===== config.mk =====
export PLATFORM = sky130hd
export DESIGN_NAME = triangle_cull
export DESIGN_NICKNAME = d
export VERILOG_FILES = /design/src/rtl/triangle_cull.sv
export SDC_FILE = /design/constraint.sdc
export NUM_CORES = 1
export LEC_CHECK = 0
export BUFFER_PORTS_ARGS = -buffer_cell sky130_fd_sc_hd__buf_2
export CAP_MARGIN = 30
export CORE_UTILIZATION = 52
export CTS_CLUSTER_SIZE = 40
export DETAILED_ROUTE_END_ITERATION = 16
export HOLD_SLACK_MARGIN = 0.06
export MAX_ROUTING_LAYER = met4
export PLACE_DENSITY = 0.86
export SLEW_MARGIN = 10
export SYNTH_ARGS = -nofsm -noshare
export SYNTH_HDL_FRONTEND = slang
export SYNTH_SLANG_ARGS = --single-unit

===== constraint.sdc =====
create_clock -name Clk -period 2.9 [get_ports Clk]
set_clock_uncertainty 0.2 [all_clocks]
set_input_delay 0.145 -clock Clk [delete_from_list [all_inputs] [get_ports Clk]]
set_output_delay 0.145 -clock Clk [all_outputs]
set_load 0.01 [all_outputs]

===== src/rtl/triangle_cull.sv =====
// triangle_cull: buffers projected screen-space triangles, discards back-facing, degenerate and
// fully off-screen ones, and forwards the survivors into the triangle FIFO.
// Optional feature macro: CULL_BACKFACE_EN. When defined, the SUB and MUL stages are built
// and the signed-area test is part of DECIDE. When undefined, only the off-screen tests apply.
module triangle_cull #(
  parameter int unsigned XMAX  = 640,
  parameter int unsigned YMAX  = 480,
  parameter int unsigned DEPTH = 4
) (
  input  logic                 Clk,
  input  logic                 Reset_n,
  input  logic                 in_w,
  input  logic [2:0][1:0][9:0] triangle_in,
  output logic                 in_ready,
  input  logic                 fifo_full,
  output logic                 fifo_w,
  output logic [2:0][1:0][9:0] triangle_out,
  output logic                 idle,
  output logic                 drop,
  output logic [15:0]          cull_count,
  output logic [15:0]          pass_count
);

  localparam int unsigned PtrW = $clog2(DEPTH);
  localparam int unsigned CntW = PtrW + 1;
  localparam logic [CntW-1:0] DepthC = CntW'(DEPTH);
  // One extra bit so screen extents up to 2047 compare correctly against 10-bit coordinates.
  localparam logic [10:0] XmaxC = 11'(XMAX);
  localparam logic [10:0] YmaxC = 11'(YMAX);

  typedef enum logic [2:0] {
    StIdle,
    StSub,
    StMul,
    StDecide,
    StWrite
  } state_e;

  // Input buffer
  logic [2:0][1:0][9:0] r_mem [DEPTH];
  logic [PtrW-1:0]      r_wptr;
  logic [PtrW-1:0]      r_rptr;
  logic [CntW-1:0]      r_count;
  logic                 r_in_ready;
  logic                 w_push;
  logic                 w_pop;
  logic [CntW-1:0]      w_count_next;

  // FSM and working triangle
  state_e               r_state;
  logic [2:0][1:0][9:0] r_work;
  logic [15:0]          r_cull_count;
  logic [15:0]          r_pass_count;
  logic                 r_drop;
  logic                 w_cull;
  logic                 w_all_x_off;
  logic                 w_all_y_off;
  logic                 w_fifo_w;

  // Push only when ready was advertised; pop whenever the FSM is free and data is waiting.
  always_comb begin
    w_push = in_w && r_in_ready;
    w_pop  = (r_state == StIdle) && (r_count != '0);
    w_count_next = r_count;
    if (w_push && !w_pop) begin
      w_count_next = r_count + CntW'(1);
    end else if (!w_push && w_pop) begin
      w_count_next = r_count - CntW'(1);
    end
  end

  // Triangle storage; contents need no reset since the pointers and count define validity.
  always_ff @(posedge Clk) begin
    if (w_push) begin
      r_mem[r_wptr] <= triangle_in;
    end
  end

  // Buffer pointers, occupancy and the registered ready flag.
  always_ff @(posedge Clk or negedge Reset_n) begin
    if (!Reset_n) begin
      r_wptr     <= '0;
      r_rptr     <= '0;
      r_count    <= '0;
      r_in_ready <= 1'b1;
    end else begin
      if (w_push) begin
        r_wptr <= r_wptr + PtrW'(1);
      end
      if (w_pop) begin
        r_rptr <= r_rptr + PtrW'(1);
      end
      r_count    <= w_count_next;
      r_in_ready <= (w_count_next < DepthC);
    end
  end

`ifdef CULL_BACKFACE_EN
  // Edge vectors and signed area of the working triangle
  logic signed [10:0] r_dx1;
  logic signed [10:0] r_dy1;
  logic signed [10:0] r_dx2;
  logic signed [10:0] r_dy2;
  logic signed [22:0] r_area;
  logic signed [10:0] w_dx1;
  logic signed [10:0] w_dy1;
  logic signed [10:0] w_dx2;
  logic signed [10:0] w_dy2;
  logic signed [21:0] w_p;
  logic signed [21:0] w_q;
  logic signed [22:0] w_area;

  // Zero-extend the unsigned pixel coordinates so the differences are exact 11-bit signed values.
  always_comb begin
    w_dx1  = $signed({1'b0, r_work[1][0]}) - $signed({1'b0, r_work[0][0]});
    w_dy1  = $signed({1'b0, r_work[1][1]}) - $signed({1'b0, r_work[0][1]});
    w_dx2  = $signed({1'b0, r_work[2][0]}) - $signed({1'b0, r_work[0][0]});
    w_dy2  = $signed({1'b0, r_work[2][1]}) - $signed({1'b0, r_work[0][1]});
    w_p    = 22'(r_dx1) * 22'(r_dy2);
    w_q    = 22'(r_dx2) * 22'(r_dy1);
    w_area = 23'(w_p) - 23'(w_q);
  end

  // SUB latches the edge vectors, MUL latches the signed area.
  always_ff @(posedge Clk or negedge Reset_n) begin
    if (!Reset_n) begin
      r_dx1  <= '0;
      r_dy1  <= '0;
      r_dx2  <= '0;
      r_dy2  <= '0;
      r_area <= '0;
    end else begin
      if (r_state == StSub) begin
        r_dx1 <= w_dx1;
        r_dy1 <= w_dy1;
        r_dx2 <= w_dx2;
        r_dy2 <= w_dy2;
      end
      if (r_state == StMul) begin
        r_area <= w_area;
      end
    end
  end
`endif

  // Cull decision: every vertex right of / below the screen, plus the area test when built.
  always_comb begin
    w_all_x_off = 1'b1;
    w_all_y_off = 1'b1;
    for (int v = 0; v < 3; v++) begin
      if ({1'b0, r_work[v][0]} < XmaxC) begin
        w_all_x_off = 1'b0;
      end
      if ({1'b0, r_work[v][1]} < YmaxC) begin
        w_all_y_off = 1'b0;
      end
    end
    w_cull = w_all_x_off || w_all_y_off;
`ifdef CULL_BACKFACE_EN
    // Non-positive area means clockwise on screen or degenerate.
    if (r_area <= 23'sd0) begin
      w_cull = 1'b1;
    end
`endif
  end

  // The write strobe follows fifo_full combinationally so a release is used in the same cycle.
  always_comb begin
    w_fifo_w = (r_state == StWrite) && !fifo_full;
  end

  // Main FSM with working register, saturating counters and sticky drop flag.
  always_ff @(posedge Clk or negedge Reset_n) begin
    if (!Reset_n) begin
      r_state      <= StIdle;
      r_work       <= '0;
      r_cull_count <= '0;
      r_pass_count <= '0;
      r_drop       <= 1'b0;
    end else begin
      if (in_w && !r_in_ready) begin
        r_drop <= 1'b1;
      end
      unique case (r_state)
        StIdle: begin
          if (w_pop) begin
            r_work <= r_mem[r_rptr];
`ifdef CULL_BACKFACE_EN
            r_state <= StSub;
`else
            r_state <= StDecide;
`endif
          end
        end
`ifdef CULL_BACKFACE_EN
        StSub: begin
          r_state <= StMul;
        end
        StMul: begin
          r_state <= StDecide;
        end
`endif
        StDecide: begin
          if (w_cull) begin
            if (r_cull_count != 16'hFFFF) begin
              r_cull_count <= r_cull_count + 16'd1;
            end
            r_state <= StIdle;
          end else begin
            r_state <= StWrite;
          end
        end
        StWrite: begin
          if (w_fifo_w) begin
            if (r_pass_count != 16'hFFFF) begin
              r_pass_count <= r_pass_count + 16'd1;
            end
            r_state <= StIdle;
          end
        end
        default: begin
          r_state <= StIdle;
        end
      endcase
    end
  end

  assign in_ready     = r_in_ready;
  assign fifo_w       = w_fifo_w;
  assign triangle_out = r_work;
  assign idle         = (r_count == '0) && (r_state == StIdle);
  assign drop         = r_drop;
  assign cull_count   = r_cull_count;
  assign pass_count   = r_pass_count;

endmodule


After elaboration in Yosys (flattened, before gate mapping)
Memory sizes are Yosys's and may differ from the RTL's. A register that Yosys moved wholly into a read port is not among the register bits. Index checks and enable logic that the tools add are counted.

Input port bits: 64. Output and inout bits: 96. RAM bits: 240. Memories: 1. Logic and storage cells: 62. Register bits: 44.

Memory list: r_mem (words 4, bits a word 60, rd ports 1, clocked after Yosys merged registers in 1, wr ports 1, RTL line 40) `logic [2:0][1:0][9:0] r_mem [DEPTH];`.

Order comparisons: 7. Reductions and logical operators: 20. Equality and inequality tests: 6. Multiplexer cells: 14. $add $sub $neg: 6.

Operator list (number): $add 16x1->16 const B (2); $ne 16x16->1 const B (2); $lt 10x10->1 const B (3); $lt 10x9->1 const B (3); $mux 3 (5); $pmux 3 s3 (1); $mux 1 (8); $logic_and 1x1->1 (7); $logic_not 3->1 (2); $reduce_and 3->1 (2); $logic_not 1->1 (5); $add 2x1->2 const B (2); $ne 2x2->1 const B (2); $reduce_and 2->1 (2); $add 3x1->3 const B (1); $eq 3x2->1 const B (1); $eq 3x3->1 const B (1); $lt 3x3->1 const B (1); $reduce_bool 3->1 (1); $sub 3x1->3 const B (1); $logic_or 1x1->1 (1).

Longest topological paths before layout
Depth after elaboration: 7. Depth in mapped cells: 12. Depth with buffers taken out: 11.

Least setup slack after synthesis
No wires, ideal clock.

Path type: register to register. Start point: register r_wptr[0]. End point: memory r_mem[2][0] (netlist name), enable pin. Data required time: 2.275 ns. Library setup time: 0.425 ns. Clock period less this slack: 2.702 ns. Data arrival time: 2.078 ns. Slack: 0.198 ns. Cell stages (with the launch flop): 4. Path buffers: 0. Cells stage by stage: dfrtp_1 > inv_1 > ha_1 > and3_1.

RTL lines: start, declared (RTL line 41) `logic [PtrW-1:0] r_wptr;`; start signal, assigned (RTL line 88) `r_wptr <= r_wptr + PtrW'(1);`; end, declared (RTL line 40).

Straight into the memory's write port.

Final worst setup path
Start point: register r_count[0]. End point: register r_in_ready, in the netlist in_ready.

Cells in the longest elaborated chain, start to end: 6. Elaborated cells between the ends (all ways): 10. Those cells by class: 2 x add/sub; 1 x order compare; 2 x mux; 5 x reduce/logical.

Ends and longest elaborated chain: start, declared (RTL line 43) `logic [CntW-1:0] r_count;`; start signal, assigned (RTL line 93) `r_count <= w_count_next;`; parallel branches: the longest is 4 deep, another holds $sub 3x1->3; $mux 3 (*) (RTL line 65) `if (w_push && !w_pop) begin`; via w_count_next[2] (RTL line 47) `logic [CntW-1:0] w_count_next;`; $lt 3x3->1 (*) (RTL line 94) `r_in_ready <= (w_count_next < DepthC);`; end signal, assigned (RTL line 94); end, declared (RTL line 44) `logic r_in_ready;`.

Mark *: on every way through the listed nets, which the timed path passes. A chain may end at the register's enable or synchronous reset.

==> impl_metrics.ini <==
[timing]
rsz0062_at_grt = false
worst_slew_pin_slew_ps = 590
fin_crit_sh_pct = 82.0
slew_violations = 0
slew_headroom_pct = 60.6
min_period_ps = 2380
setup_viol = 0
max_freq_mhz = 421
finalSetupTns_ps = 0
timing_hold_violations_final = 0

[yosys]
synth_flop_cell = edfxtp_1
avgSynthCellArea_um2 = 20.1
async_flop_share_pct = 30.0
synth-edff-count = 240
ys_ff_latch = 343
synth_commonest_cells = edfxtp_1 (240), dfrtp_1 (102), mux2_2 (60), mux4_2 (60), nand2_1 (27)
ys_types = 37
synthesis.area_um2 = 13000
ys_seq_area_share_pct = 75.4
yosysWarnings = 0
syn-num-nets = 721
synth_most_common_cell = edfxtp_1
synth_top_area_share_pct = 55.5
syn_inst = 646
yosysTopAreaCell = edfxtp_1
synth.area.top_cells = edfxtp_1 (56%), dfrtp_1 (20%), mux4_2 (10%), mux2_2 (5.2%), xnor2_1 (1.6%)

[critical_path]
reg2reg_from = r_count[0]
end_kind = register
slowest_stage = dfrtp_1
critPathBufInv = 3
r2r_slack_ps = 520
timing.critical_path.slowest_cell_delay_ps = 410
arrival_ps = 2620
worstPathMaxFanout = 18
cp-start-kind = register
r2r_cells = 11
r2r-end = in_ready
critical_path_class = reg2reg
path_cells = inv_1, ha_1, nand2b_1, nand2_1, clkinv_2, ha_1, nand2_1, nor2_1, a21oi_1, xnor2_1, inv_1
critPathTopFamily = buffers and inverters
crit_required_ps = 3140

[power_and_ir_drop]
pwr-share-clk_pct = 26.6
intPower_mw = 11.3
ir_drop_mv = 0.543
combinationalPowerShare_pct = 29.3
seqPwrFrac_pct = 44.1
swShare_pct = 28.9
power_density_nw_per_um2 = 985
leakage_nw = 6.10
p_switching_mw = 4.57

[detailed_routing]
wirelength_um = 26000
wire_per_inst_um = 20.7
drt-vias-per-instance = 5.49
via_count = 6869
dr.pass1.iters = 5
drt_iter0_drc = 549
route.detailed.drc = 0
ant_nets = 0

[clocking]
cts-buffers-inserted = 35
htreeDepth = 2
cts_tree = yes
cts_buffer_depth = 3
path_clk_slew_ps = 60
clock_sinks = 343
ctsRootBufferMaster = clkbuf_16
post_cts_buffers = 0
worstSkewPairLatency_ps = 510

[floorplan]
core_area_um2 = 24400
fp.dieArea_um2 = 25600
ioPinCount = 160
row_count = 57
start_util_pct = 53.2
die_w_um = 160
die_h_um = 160

[hold_path]
holdCritPathClass = in2reg
hold_end = r_mem[3][32]
min_from = triangle_in[32]
holdPathStages = 2

[cells_and_area]
drive_gt1_share_pct = 38.0
fillCellCount = 1645
syn_to_final_growth_pct = 23.9
design_area_um2 = 16100
fin_nets = 976

[global_routing]
grt_overflow = 0
grt_pass1_wl_um = 41100
antenna_found_initial = 1
grt_max_degree = 45
first_global_vias = 7384
gr-usage-all-layers_pct = 21.8

[flow_run]
maxCapViolations = 0

[placement]
placed_area_um2 = 14300
hpwl_um = 15600
gp_congestion = 0.802
port_buffers = 159

[outcome]
outcome = complete, no violations
registers in the layout, summed over array words and instances (netlist names):
| register | count |
|---|---|
| r_state | 2 |
| drop | 1 |
| r_rptr | 2 |
| cull_count | 16 |
| r_wptr | 2 |
| in_ready | 1 |
| triangle_out | 60 |
| r_count | 3 |
| r_mem | 240 |
| pass_count | 16 |
worst max path at each step:
stage	start	end	slack, ps	cells past startpoint
after CTS	r_count[0]	in_ready	490	11
after global placement	triangle_out[55]	cull_count[10]	610	6
after detailed placement	r_count[0]	in_ready	510	11
final	r_count[0]	in_ready	520	11
after floorplan	r_wptr[0]	r_mem[2][0]	200	3
after global routing	r_count[0]	in_ready	230	11
logic make-up after synthesis:
group | Yosys count | share of synthesized area (%)
flops | 343 | 75.4
compound gates | 17 | 0.993
simple gates | 90 | 3.63
buf+inv | 31 | 1.01
xor+xnor | 32 | 2.16
mux | 122 | 15.8
fa+ha+maj | 11 | 1.06
metal layers:
| metal | global-route usage, % | routed length, um |
|---|---|---|
| met5 | - | 0 |
| met4 | 6.80 | 571 |
| met3 | 3.30 | 1390 |
| met2 | 37.1 | 13600 |
| met1 | 27.0 | 10400 |
per-stage QoR:
stage          setup slack (ps)  power, mW  instances  hold slack (ps)  util [%]
2_1_floorplan               198       9.99        646             -351         -
3_3_place_gp                609       11.5       1123             5.28      58.8
3_5_place_dp                511       11.7       1123             7.11      58.8
4_1_cts                     485       16.0       1251              167      65.9
5_1_grt                     229       16.6       1252              174      65.9
6_report                    522       15.8       1252              191      65.9
area by class of cell:
cell class              instances  area (um^2)  area share [%]
inverters                      10         38.8           0.241
repair buffers                239         1680            10.4
diodes                          1         2.50          0.0156
multi-input cells             272         3090            19.2
flip-flops and latches        343         9790            60.9
well taps                     324          405            2.52
clock buffers                  59         1060            6.58
clock inverters                 4         20.0           0.124
timing repair:
action,CTS,global route
hold endpoints to repair,360,0
resized for setup,0,0
hold buffers,65,0
placed cells by master (no fill, tap or decap), types with 2 or more instances in the layout:
| master | Yosys | final |
|---|---|---|
| and3_1 | 11 | 7 |
| xor2_1 | 8 | 8 |
| nor3b_1 | 2 | 2 |
| ha_1 | 11 | 11 |
| nand2_1 | 27 | 27 |
| mux4_2 | 60 | 60 |
| o21ai_0 | 2 | 2 |
| nor3_1 | 5 | 5 |
| and4_1 | 4 | 4 |
| and3_4 | 0 | 4 |
| a41oi_1 | 3 | 3 |
| dlygate4sd3_1 | 0 | 64 |
| buf_4 | 0 | 8 |
| o22ai_1 | 2 | 2 |
| dfrtp_1 | 102 | 100 |
| a21oi_1 | 4 | 4 |
| mux2_1 | 2 | 2 |
| xnor2_1 | 24 | 24 |
| clkinv_2 | 0 | 5 |
| mux2_2 | 60 | 60 |
| edfxtp_1 | 240 | 240 |
| nand2b_1 | 2 | 2 |
| nor2_1 | 11 | 11 |
| buf_12 | 0 | 8 |
| clkbuf_8 | 0 | 5 |
| inv_1 | 9 | 9 |
| nand3_1 | 11 | 11 |
| clkbuf_1 | 13 | 17 |
| clkbuf_16 | 0 | 37 |
| buf_2 | 6 | 158 |
| nand4_1 | 14 | 14 |
power by group through the flow:
stage	clock, mW	combinational [mW]	sequential [mW]
finish	4.21	4.64	6.98
floorplan	0	2.87	7.12
global route	4.45	5.00	7.10
CTS	4.29	4.73	7.00
global placement	0	4.50	7.01
detailed placement	0	4.62	7.07
No activity file was read; power rests on OpenSTA's default activity.
